`src/rtl/row_norm_pkg.sv`:
```
//------------------------------------------------------------------------------
// row_norm_pkg : shared types and helpers for the row normaliser
// Rev 1.0 : initial release
//------------------------------------------------------------------------------
`default_nettype none

package row_norm_pkg;

  typedef enum logic [1:0] {
    IDLE      = 2'd0,
    DIV       = 2'd1,
    RECIP_SAT = 2'd2,
    STREAM    = 2'd3
  } state_t;

  localparam int FW_DEFAULT = 8;
  localparam int DIV_CYCLES = 2 * FW_DEFAULT + 1;

  function automatic int div_cycles(input int fw);
    return 2 * fw + 1;
  endfunction

  // Clamp v into the signed range of a w-bit two's complement number.
  function automatic logic signed [63:0] sat_signed(input logic signed [63:0] v, input int w);
    logic signed [63:0] hi;
    logic signed [63:0] lo;
    hi = (64'sd1 <<< (w - 1)) - 64'sd1;
    lo = -(64'sd1 <<< (w - 1));
    if (v > hi)      return hi;
    else if (v < lo) return lo;
    else             return v;
  endfunction

endpackage

`default_nettype wire

```
`src/rtl/recip_div.sv`:
```
//------------------------------------------------------------------------------
// recip_div : sequential restoring divider, quot = floor(2^(2*FW) / divisor)
// Rev 1.0 : initial release
//------------------------------------------------------------------------------
`default_nettype none

module recip_div
  import row_norm_pkg::*;
#(
  parameter int FRACTION_WIDTH = 8,
  parameter int RESULT_WIDTH   = 18
) (
  input  logic                    clk,
  input  logic                    rst_n,
  input  logic                    i_start,
  input  logic [RESULT_WIDTH-1:0] i_divisor,
  output logic                    o_done,
  output logic [RESULT_WIDTH-1:0] o_quot
);

  localparam int QW   = div_cycles(FRACTION_WIDTH);
  localparam int CW   = $clog2(QW + 1);
  localparam int REMW = RESULT_WIDTH + 1;

  logic [CW-1:0]           r_cnt;
  logic                    r_busy;
  logic [RESULT_WIDTH-1:0] r_rem;
  logic [RESULT_WIDTH-1:0] r_den;
  logic [QW-1:0]           r_quo;

  logic                    w_bit;
  logic [REMW-1:0]         w_shift;
  logic                    w_ge;
  logic [RESULT_WIDTH-1:0] w_rem_nx;
  logic [QW-1:0]           w_quo_nx;
  logic                    w_sat;

  // The dividend is a single one at bit 2*FW, i.e. the first bit fed in.
  assign w_bit    = (r_cnt == CW'(QW));
  assign w_shift  = {r_rem, w_bit};
  assign w_ge     = (w_shift >= {1'b0, r_den});
  assign w_rem_nx = RESULT_WIDTH'(w_ge ? (w_shift - {1'b0, r_den}) : w_shift);
  assign w_quo_nx = {r_quo[QW-2:0], w_ge};

  assign o_done = r_busy && (r_cnt == CW'(1));
  assign w_sat  = ((64'(w_quo_nx) >> RESULT_WIDTH) != 64'd0);
  assign o_quot = w_sat ? '1 : RESULT_WIDTH'(w_quo_nx);

  always_ff @(posedge clk or negedge rst_n) begin
    if (!rst_n) begin
      r_busy <= 1'b0;
      r_cnt  <= '0;
      r_rem  <= '0;
      r_den  <= '0;
      r_quo  <= '0;
    end else if (i_start) begin
      r_busy <= 1'b1;
      r_cnt  <= CW'(QW);
      r_rem  <= '0;
      r_den  <= i_divisor;
      r_quo  <= '0;
    end else if (r_busy) begin
      r_rem <= w_rem_nx;
      r_quo <= w_quo_nx;
      r_cnt <= r_cnt - CW'(1);
      if (r_cnt == CW'(1)) r_busy <= 1'b0;
    end
  end

endmodule

`default_nettype wire

```
`src/rtl/row_normalize.sv`:
```
//------------------------------------------------------------------------------
// row_normalize : y = gamma*(x-mean)/stddev + beta over one row of N elements
// Rev 1.0 : initial release
//------------------------------------------------------------------------------
`default_nettype none

module row_normalize
  import row_norm_pkg::*;
#(
  parameter int N              = 4,
  parameter int WIDTH          = 8,
  parameter int FRACTION_WIDTH = 8,
  parameter int RESULT_WIDTH   = WIDTH + $clog2(N) + FRACTION_WIDTH,
  parameter int GB_WIDTH       = 16,
  parameter int OUT_WIDTH      = 16
) (
  input  logic                        clk,
  input  logic                        rst_n,
  input  logic                        stat_valid,
  output logic                        stat_ready,
  input  logic [RESULT_WIDTH-1:0]     stat_avg,
  input  logic [RESULT_WIDTH-1:0]     stat_stddev,
  input  logic                        in_valid,
  output logic                        in_ready,
  input  logic [WIDTH-1:0]            in_data,
  input  logic signed [GB_WIDTH-1:0]  in_gamma,
  input  logic signed [GB_WIDTH-1:0]  in_beta,
  output logic                        out_valid,
  input  logic                        out_ready,
  output logic signed [OUT_WIDTH-1:0] out_data,
  output logic                        out_last,
  output logic                        busy
);

  localparam int DW   = RESULT_WIDTH + 1;
  localparam int PW1  = DW + RESULT_WIDTH + 1;
  localparam int PW2  = OUT_WIDTH + GB_WIDTH;
  localparam int CNTW = $clog2(N + 1);

  state_t                      r_state;
  state_t                      w_state_nx;
  logic [RESULT_WIDTH-1:0]     r_avg;
  logic [RESULT_WIDTH-1:0]     r_recip;
  logic [CNTW-1:0]             r_acc;

  logic                        r_s1_valid;
  logic                        r_s1_last;
  logic signed [DW-1:0]        r_s1_diff;
  logic signed [GB_WIDTH-1:0]  r_s1_gamma;
  logic signed [GB_WIDTH-1:0]  r_s1_beta;

  logic                        r_out_valid;
  logic                        r_out_last;
  logic signed [OUT_WIDTH-1:0] r_out_data;

  logic                        w_pipe_en;
  logic                        w_stat_fire;
  logic                        w_in_fire;
  logic                        w_out_fire;
  logic                        w_div_done;
  logic [RESULT_WIDTH-1:0]     w_quot;
  logic [DW-1:0]               w_x_ext;
  logic signed [DW-1:0]        w_diff;
  logic signed [PW1-1:0]       w_prod1;
  logic signed [OUT_WIDTH-1:0] w_norm;
  logic signed [PW2-1:0]       w_prod2;
  logic signed [OUT_WIDTH-1:0] w_y;

  assign w_pipe_en   = !r_out_valid || out_ready;
  assign w_stat_fire = stat_valid && stat_ready;
  assign w_in_fire   = in_valid && in_ready;
  assign w_out_fire  = r_out_valid && out_ready;

  assign out_valid = r_out_valid;
  assign out_data  = r_out_data;
  assign out_last  = r_out_last;
  assign busy      = (r_state != IDLE) || r_s1_valid || r_out_valid;

  recip_div #(
    .FRACTION_WIDTH (FRACTION_WIDTH),
    .RESULT_WIDTH   (RESULT_WIDTH)
  ) u_recip_div (
    .clk       (clk),
    .rst_n     (rst_n),
    .i_start   (w_stat_fire && (stat_stddev != '0)),
    .i_divisor (stat_stddev),
    .o_done    (w_div_done),
    .o_quot    (w_quot)
  );

  always_comb begin
    w_state_nx = r_state;
    stat_ready = 1'b0;
    in_ready   = 1'b0;
    case (r_state)
      IDLE: begin
        stat_ready = 1'b1;
        if (stat_valid) w_state_nx = (stat_stddev != '0) ? DIV : RECIP_SAT;
      end
      DIV:       if (w_div_done) w_state_nx = STREAM;
      RECIP_SAT: w_state_nx = STREAM;
      STREAM: begin
        in_ready = (r_acc < CNTW'(N)) && w_pipe_en;
        if (w_out_fire && r_out_last) w_state_nx = IDLE;
      end
      default:   w_state_nx = IDLE;
    endcase
  end

  always_ff @(posedge clk or negedge rst_n) begin
    if (!rst_n) begin
      r_state <= IDLE;
      r_avg   <= '0;
      r_recip <= '0;
      r_acc   <= '0;
    end else begin
      r_state <= w_state_nx;
      if (w_stat_fire) begin
        r_avg <= stat_avg;
        r_acc <= '0;
      end
      if (r_state == DIV && w_div_done) r_recip <= w_quot;
      if (r_state == RECIP_SAT)         r_recip <= '1;
      if (w_in_fire)                    r_acc   <= r_acc + CNTW'(1);
    end
  end

  // Stage 1: centre the element on the row mean in Q.FW.
  assign w_x_ext = DW'(in_data) << FRACTION_WIDTH;
  assign w_diff  = $signed(w_x_ext - {1'b0, r_avg});

  // Stage 2: scale by the reciprocal, then apply gamma/beta, saturating each step.
  assign w_prod1 = PW1'(r_s1_diff) * PW1'($signed({1'b0, r_recip}));
  assign w_norm  = OUT_WIDTH'(sat_signed(64'(w_prod1 >>> FRACTION_WIDTH), OUT_WIDTH));
  assign w_prod2 = PW2'(w_norm) * PW2'(r_s1_gamma);
  assign w_y     = OUT_WIDTH'(sat_signed(64'(w_prod2 >>> FRACTION_WIDTH) + 64'(r_s1_beta), OUT_WIDTH));

  always_ff @(posedge clk or negedge rst_n) begin
    if (!rst_n) begin
      r_s1_valid  <= 1'b0;
      r_s1_last   <= 1'b0;
      r_s1_diff   <= '0;
      r_s1_gamma  <= '0;
      r_s1_beta   <= '0;
      r_out_valid <= 1'b0;
      r_out_last  <= 1'b0;
      r_out_data  <= '0;
    end else if (w_pipe_en) begin
      r_s1_valid <= w_in_fire;
      if (w_in_fire) begin
        r_s1_diff  <= w_diff;
        r_s1_gamma <= in_gamma;
        r_s1_beta  <= in_beta;
        r_s1_last  <= (r_acc == CNTW'(N - 1));
      end
      r_out_valid <= r_s1_valid;
      r_out_last  <= r_s1_valid && r_s1_last;
      if (r_s1_valid) r_out_data <= w_y;
    end
  end

endmodule

`default_nettype wire

```
`config.mk`:
```
export PLATFORM = sky130hd
export DESIGN_NAME = row_normalize
export DESIGN_NICKNAME = d
export VERILOG_FILES = /design/src/rtl/row_norm_pkg.sv /design/src/rtl/recip_div.sv /design/src/rtl/row_normalize.sv
export SDC_FILE = /design/constraint.sdc
export NUM_CORES = 2
export LEC_CHECK = 0
export ABC_AREA = 0
export BUFFER_PORTS_ARGS = -buffer_cell sky130_fd_sc_hd__clkbuf_2
export CAP_MARGIN = 15
export CORE_AREA = 8 8 356 358
export DETAILED_ROUTE_END_ITERATION = 8
export DIE_AREA = 0 0 364 366
export PLACE_DENSITY = 0.52
export SLEW_MARGIN = 30
export SYNTH_ARGS = -nofsm -noshare
export SYNTH_HDL_FRONTEND = slang
export SYNTH_SLANG_ARGS = --single-unit
```
`constraint.sdc`:
```
create_clock -name clk -period 18.7 [get_ports clk]
set_input_delay 2.805 -clock clk [delete_from_list [all_inputs] [get_ports clk]]
set_output_delay 2.805 -clock clk [all_outputs]
set_load 0.01 [all_outputs]
```
Word-level counts from Yosys, hierarchy flattened
Cells that the tools add are included.

Register bits after elaboration: 170. Latch bits: 0. Memory bits (writable): 0. Memory bits (read-only): 0. Input bits: 81. Memories: 0.

$add $sub $neg: 5. Multipliers: 2. Divide/modulo/power cells: 0. Magnitude comparators: 6. Equal/unequal tests: 9. Shift-type cells: 0. Muxes and demuxes: 25. Bitwise gates (word level): 0. Reduce and logical (&&, ||, !) cells: 22.

Operators with widths (count): $mux 16 (6); $mux 18 (5); $mul 19x19->38 (1); $mul 16x16->32 (1); $gt 30x16->1 const B (1); $lt 30x16->1 const B (1); $add 24x16->25 (1); $gt 25x16->1 const B (1); $lt 25x16->1 const B (1); $ge 19x18->1 (1); $sub 16x18->19 (1); $reduce_bool 18->1 (1); $sub 18x18->18 (1); $mux 5 (2); $logic_and 1x1->1 (9); $mux 2 (4); $pmux 2 s4 (1); $reduce_bool 2->1 (4); $mux 3 (2); $ne 2x2->1 const B (3); $eq 5x1->1 const B (1); $eq 5x5->1 const B (1); $mux 1 (5); $sub 5x1->5 const B (1); 10 further kinds (14).

Depth between registers and ports, before layout
Depth in word-level cells: 9. Depth in mapped cells: 71. Gate-level depth less buffers: 65.

Cells and area by module
Synthesis repeated with hierarchy kept, for this count alone.

Cell total of the unflattened synthesis: 3627. Area total of the unflattened synthesis: 33022.9 µm².

By module, submodules not included: row_normalize (instances 1, cells each 3234, area each 29498.3 µm²); recip_div (instances 1, cells each 393, area each 3524.6 µm²).

Worst setup path before layout
No wires, ideal clock.

Kind: reg-to-reg. Start point: register r_s1_diff[18]. End point: register r_out_data[10] (netlist: out_data[10]). Arrival: 15.144 ns. Data required time: 18.563 ns. Slack: 3.419 ns. Cell stages (with the launch flop): 66. Path through: dfrtp_1 clkbuf_1 buf_1 nand2_1 fa_1 inv_1 fa_1 inv_1 fa_1 inv_1 fa_1 fa_1 inv_1 fa_1 inv_1 ha_1 clkbuf_1 and4_1 [... 30 more ...] o21ai_0 a41o_1 a41o_2 a41oi_4 nand2_1 xnor2_1 ha_1 a21o_1 or3_1 a21oi_1 nor2_1 or3_1 a2111oi_0 nand3_1 nor3_1 a21o_1 buf_1 a21oi_1.

Cells in the longest elaborated chain, start to end: 9. Elaborated cells between the ends (all ways): 11.

RTL lines: from (decl) (RTL line row_normalize.sv:48) `logic signed [DW-1:0] r_s1_diff;`; from (signal assigned) (RTL line row_normalize.sv:151) `r_s1_diff <= w_diff;`; $mul 19x19->38 (*) (RTL line row_normalize.sv:133) `assign w_prod1 = PW1'(r_s1_diff) * PW1'($signed({1'b0, r_recip}));`; $lt 30x16->1 (RTL line row_norm_pkg.sv:30) `else if (v < lo) return lo;`; $mux 16 (RTL line row_norm_pkg.sv:30); $mux 16 (*) (RTL line row_norm_pkg.sv:29) `if (v > hi) return hi;`; $mul 16x16->32 (*) (RTL line row_normalize.sv:135) `assign w_prod2 = PW2'(w_norm) * PW2'(r_s1_gamma);`; $add 24x16->25 (*) (RTL line row_normalize.sv:136) `assign w_y = OUT_WIDTH'(sat_signed(64'(w_prod2 >>> FRACTION_WIDTH) + 64'(r_s1_beta), OUT_WIDTH));`; $lt 25x16->1 (RTL line row_norm_pkg.sv:30); $mux 16 (RTL line row_norm_pkg.sv:30); $mux 16 (*) (RTL line row_norm_pkg.sv:29); to (signal assigned) (RTL line row_normalize.sv:158) `if (r_s1_valid) r_out_data <= w_y;`; to (decl) (RTL line row_normalize.sv:54) `logic signed [OUT_WIDTH-1:0] r_out_data;`.

Mark *: on every way between the ends. The rest lies on a longest branch, timed or not. A chain may end at the register's enable or synchronous reset.

Worst setup path in the final report
Start point: register r_s1_diff[18]. End point: register r_out_data[1] (netlist: out_data[1]).

The elaborated chain is that of the path after synthesis.

==> run metrics <==
Syn Inst Count=3577; largest net degree at the start of global routing=114; Iteration-0 DRC Markers=1184; Clock Path Buffers=2; drt drc=0; Max Cap Violations=0; syn_area_per_cell=9.077 sq um; die footprint=133200 sq um; warnings from Yosys=0; Setup Viol. Count Final=0; global route total overflow=0; Slew headroom=32.93%; worst-margin pin slew=1006 ps; RSZ-0062 raised after global routing=false; Fin Clk Skew=21.18 ps; Startpoint Class=register; HP Start=r_acc[2]; post-synthesis cell type count=74; Crit path top cell by count=fa_1; number of synthesized flops with an enable pin=0; worst-path fanout max=19; Worst Hold Class=reg -> reg; GRT Total Usage=13.46%; dpl cells=5196; Final Non-Filler Cells=5228; Area Growth Syn to Fin=8.964%; Initial Util=26.85%; status=finished clean; CTS Buf Count=17; Period Utilization, post-route=92.18%; FP Rows=128; critical path arrival=17570 ps; Worst Reg-to-Reg Cells=58; DRT Wirelength=87.11 mm; Synth Cell Area=32470 sq um; fin. max-slew vios=0; r2r setup slk=1460 ps; layout cell share with drive strength beyond 1=6.800%; Crit Path Class=reg -> reg; most common cell after layout, fill and taps aside=inv_1; routability cong.=0.8461; die height=366 um; setup TNS=0 ps; # IOs=102; Top FF cell, synth=dfrtp_1; maximum clock rate=0.05801 GHz; Placeable Area=120900 sq um; CTS clk-pin slew, worst paths=90 ps; Wirelength per Cell=16.66 um; cell area after layout=35380 sq um; post-DP HPWL=71.11 mm; CP max-delay cell=dfrtp_1; IO buf count=101; CTS tree=built; max incr delay on CP=850 ps; Clock Sinks=170; vias in the first global route=25420; DR pass1 iterations=5; ANT cells=0; hold endpoint=r_acc[2]; r2r endpoint=out_data[1]; initial antenna violation count=6; hold buffers post-CTS=0; post-layout min period=17240 ps; setup repair bufs after CTS=0; fin util=29.26%; placed cell area=34750 sq um; Hold Violations, Final=0; Vias per Instance=4.452; routed via count=23270; Root Buffer=clkbuf_16; later-pin clock latency in the skew report=490 ps; FF-to-FF Start=r_s1_diff[18]; Critical Path RT=19030 ps; DRT antenna net count=0; async set-reset flop share out of synthesis=100.0%; sequential share of the synthesized area=13.10%; die width=364 um; Syn Nets=4507; Nets=4520; Seq cells post-synth=170; post-cts resize count=0; crit end category=register; H-tree levels=4; Worst Hold Depth=2; first-pass GRT wire length=143.6 mm; commonest cells after routing, fill and taps aside=inv_1, fa_1, nand2_1
-- worst max-delay path: cells and delay by family, from the launching register on --
kind                       cells  cell delay, ps
adders and majority gates     15            7320
buffers and inverters          7             620
xor gates and xnor gates       2             370
DFF                            1             850
and+or+nand+nor               19            4050
AOI/OAI and AO/OA             15            3830
-- worst max-delay path by stage --
| stage | startpoint | end | slack, ps | cells past startpoint |
|---|---|---|---|---|
| final | r_s1_diff[18] | out_data[1] | 1460 | 58 |
| after global placement | r_recip[4] | out_data[12] | 1470 | 57 |
| after global routing | r_recip[4] | out_data[4] | 330 | 56 |
| after CTS | r_s1_diff[18] | out_data[1] | 1490 | 57 |
| after detailed placement | r_s1_diff[18] | out_data[6] | 1590 | 57 |
| after floorplan | r_s1_diff[18] | out_data[10] | 3420 | 65 |
-- stage by stage --
| stage | setup WS, ps | hold WS (ps) |
|---|---|---|
| 2_1_floorplan | 3419 | 449.8 |
| 3_3_place_gp | 1468 | 464.7 |
| 3_5_place_dp | 1591 | 470.6 |
| 4_1_cts | 1488 | 489.5 |
| 5_1_grt | 330.0 | 530.7 |
| 6_report | 1462 | 483.7 |
-- layer usage --
metal | wire length, um | vias up | global-route usage [%] | share of wire (%)
met5 | 38 | - | 0 | 0.044
met4 | 1725 | 6 | 2.858 | 2.0
met3 | 3499 | 102 | 1.888 | 4.0
met2 | 40530 | 427 | 22.15 | 47
met1 | 41320 | 11860 | 18.81 | 47
li1 | - | 10880 | - | -
-- sequential cells by signal, summed over array words and instances, names as in the netlist --
signal	count
r_s1_gamma	16
r_state	2
u_recip_div.r_rem	18
r_s1_last	1
out_valid	1
u_recip_div.r_den	18
out_data	16
u_recip_div.r_busy	1
out_last	1
r_acc	3
u_recip_div.r_cnt	5
r_s1_beta	16
r_s1_diff	19
r_s1_valid	1
r_recip	18
u_recip_div.r_quo	16
r_avg	18
-- cell type report --
class	instances	area [sq um]
clock inverter	15	196.4
clock buffer	17	425.4
timing repair buffer	127	720.7
tap	1625	2033
inverter	799	2999
multi-input combinational	2475	24750
fill	12890	85540
sequential	170	4258
-- synth_stat cells, types with 3 or more instances --
cell      instances  share of area (%)
inv_1           799                9.2
fa_1            611                 38
nand2_1         434                5.0
and2_1          329                6.3
ha_1            238                9.2
dfrtp_1         170                 13
nor2_1          141                1.6
clkbuf_1        120                1.4
o21ai_0          99                1.5
a21oi_1          90                1.4
xnor2_1          67                1.8
mux2_2           54                1.9
xor2_1           39                1.1
a21o_1           38               0.88
nand3_1          35               0.54
mux2i_1          33                1.0
a211oi_1         25               0.58
nand3b_1         21               0.49
nor3_1           18               0.28
nor2b_1          17               0.33
o21a_1           15               0.35
nand2b_1         14               0.27
and3_1           13               0.25
nand4_1          12               0.23
nor4_1           12               0.23
a31oi_1          11               0.21
o21bai_1          9               0.21
a21boi_0          8               0.18
buf_1             7              0.081
or2_2             7               0.13
a211o_1           6               0.16
buf_2             6              0.092
o211ai_1          6               0.14
or3_1             6               0.12
o22ai_1           4              0.077
or4_1             4              0.092
and4_1            3              0.081
nor3b_1           3              0.069
o31a_1            3              0.081
o31ai_1           3              0.069
-- cells by family (layout without fill, tap and decap cells) --
group / after synthesis / in the layout / share of synthesized area, %
simple gates: 1077 / 1077 / 16.39
buf+inv: 932 / 958 / 10.80
fa+ha+maj: 849 / 849 / 46.85
flops: 170 / 170 / 13.10
compound gates: 356 / 356 / 7.118
xor+xnor: 106 / 106 / 2.859
mux: 87 / 87 / 2.890
Power is left out: the tool's default activity adds up to more than one toggle a clock period on the data nets, which glitch-free logic cannot reach.
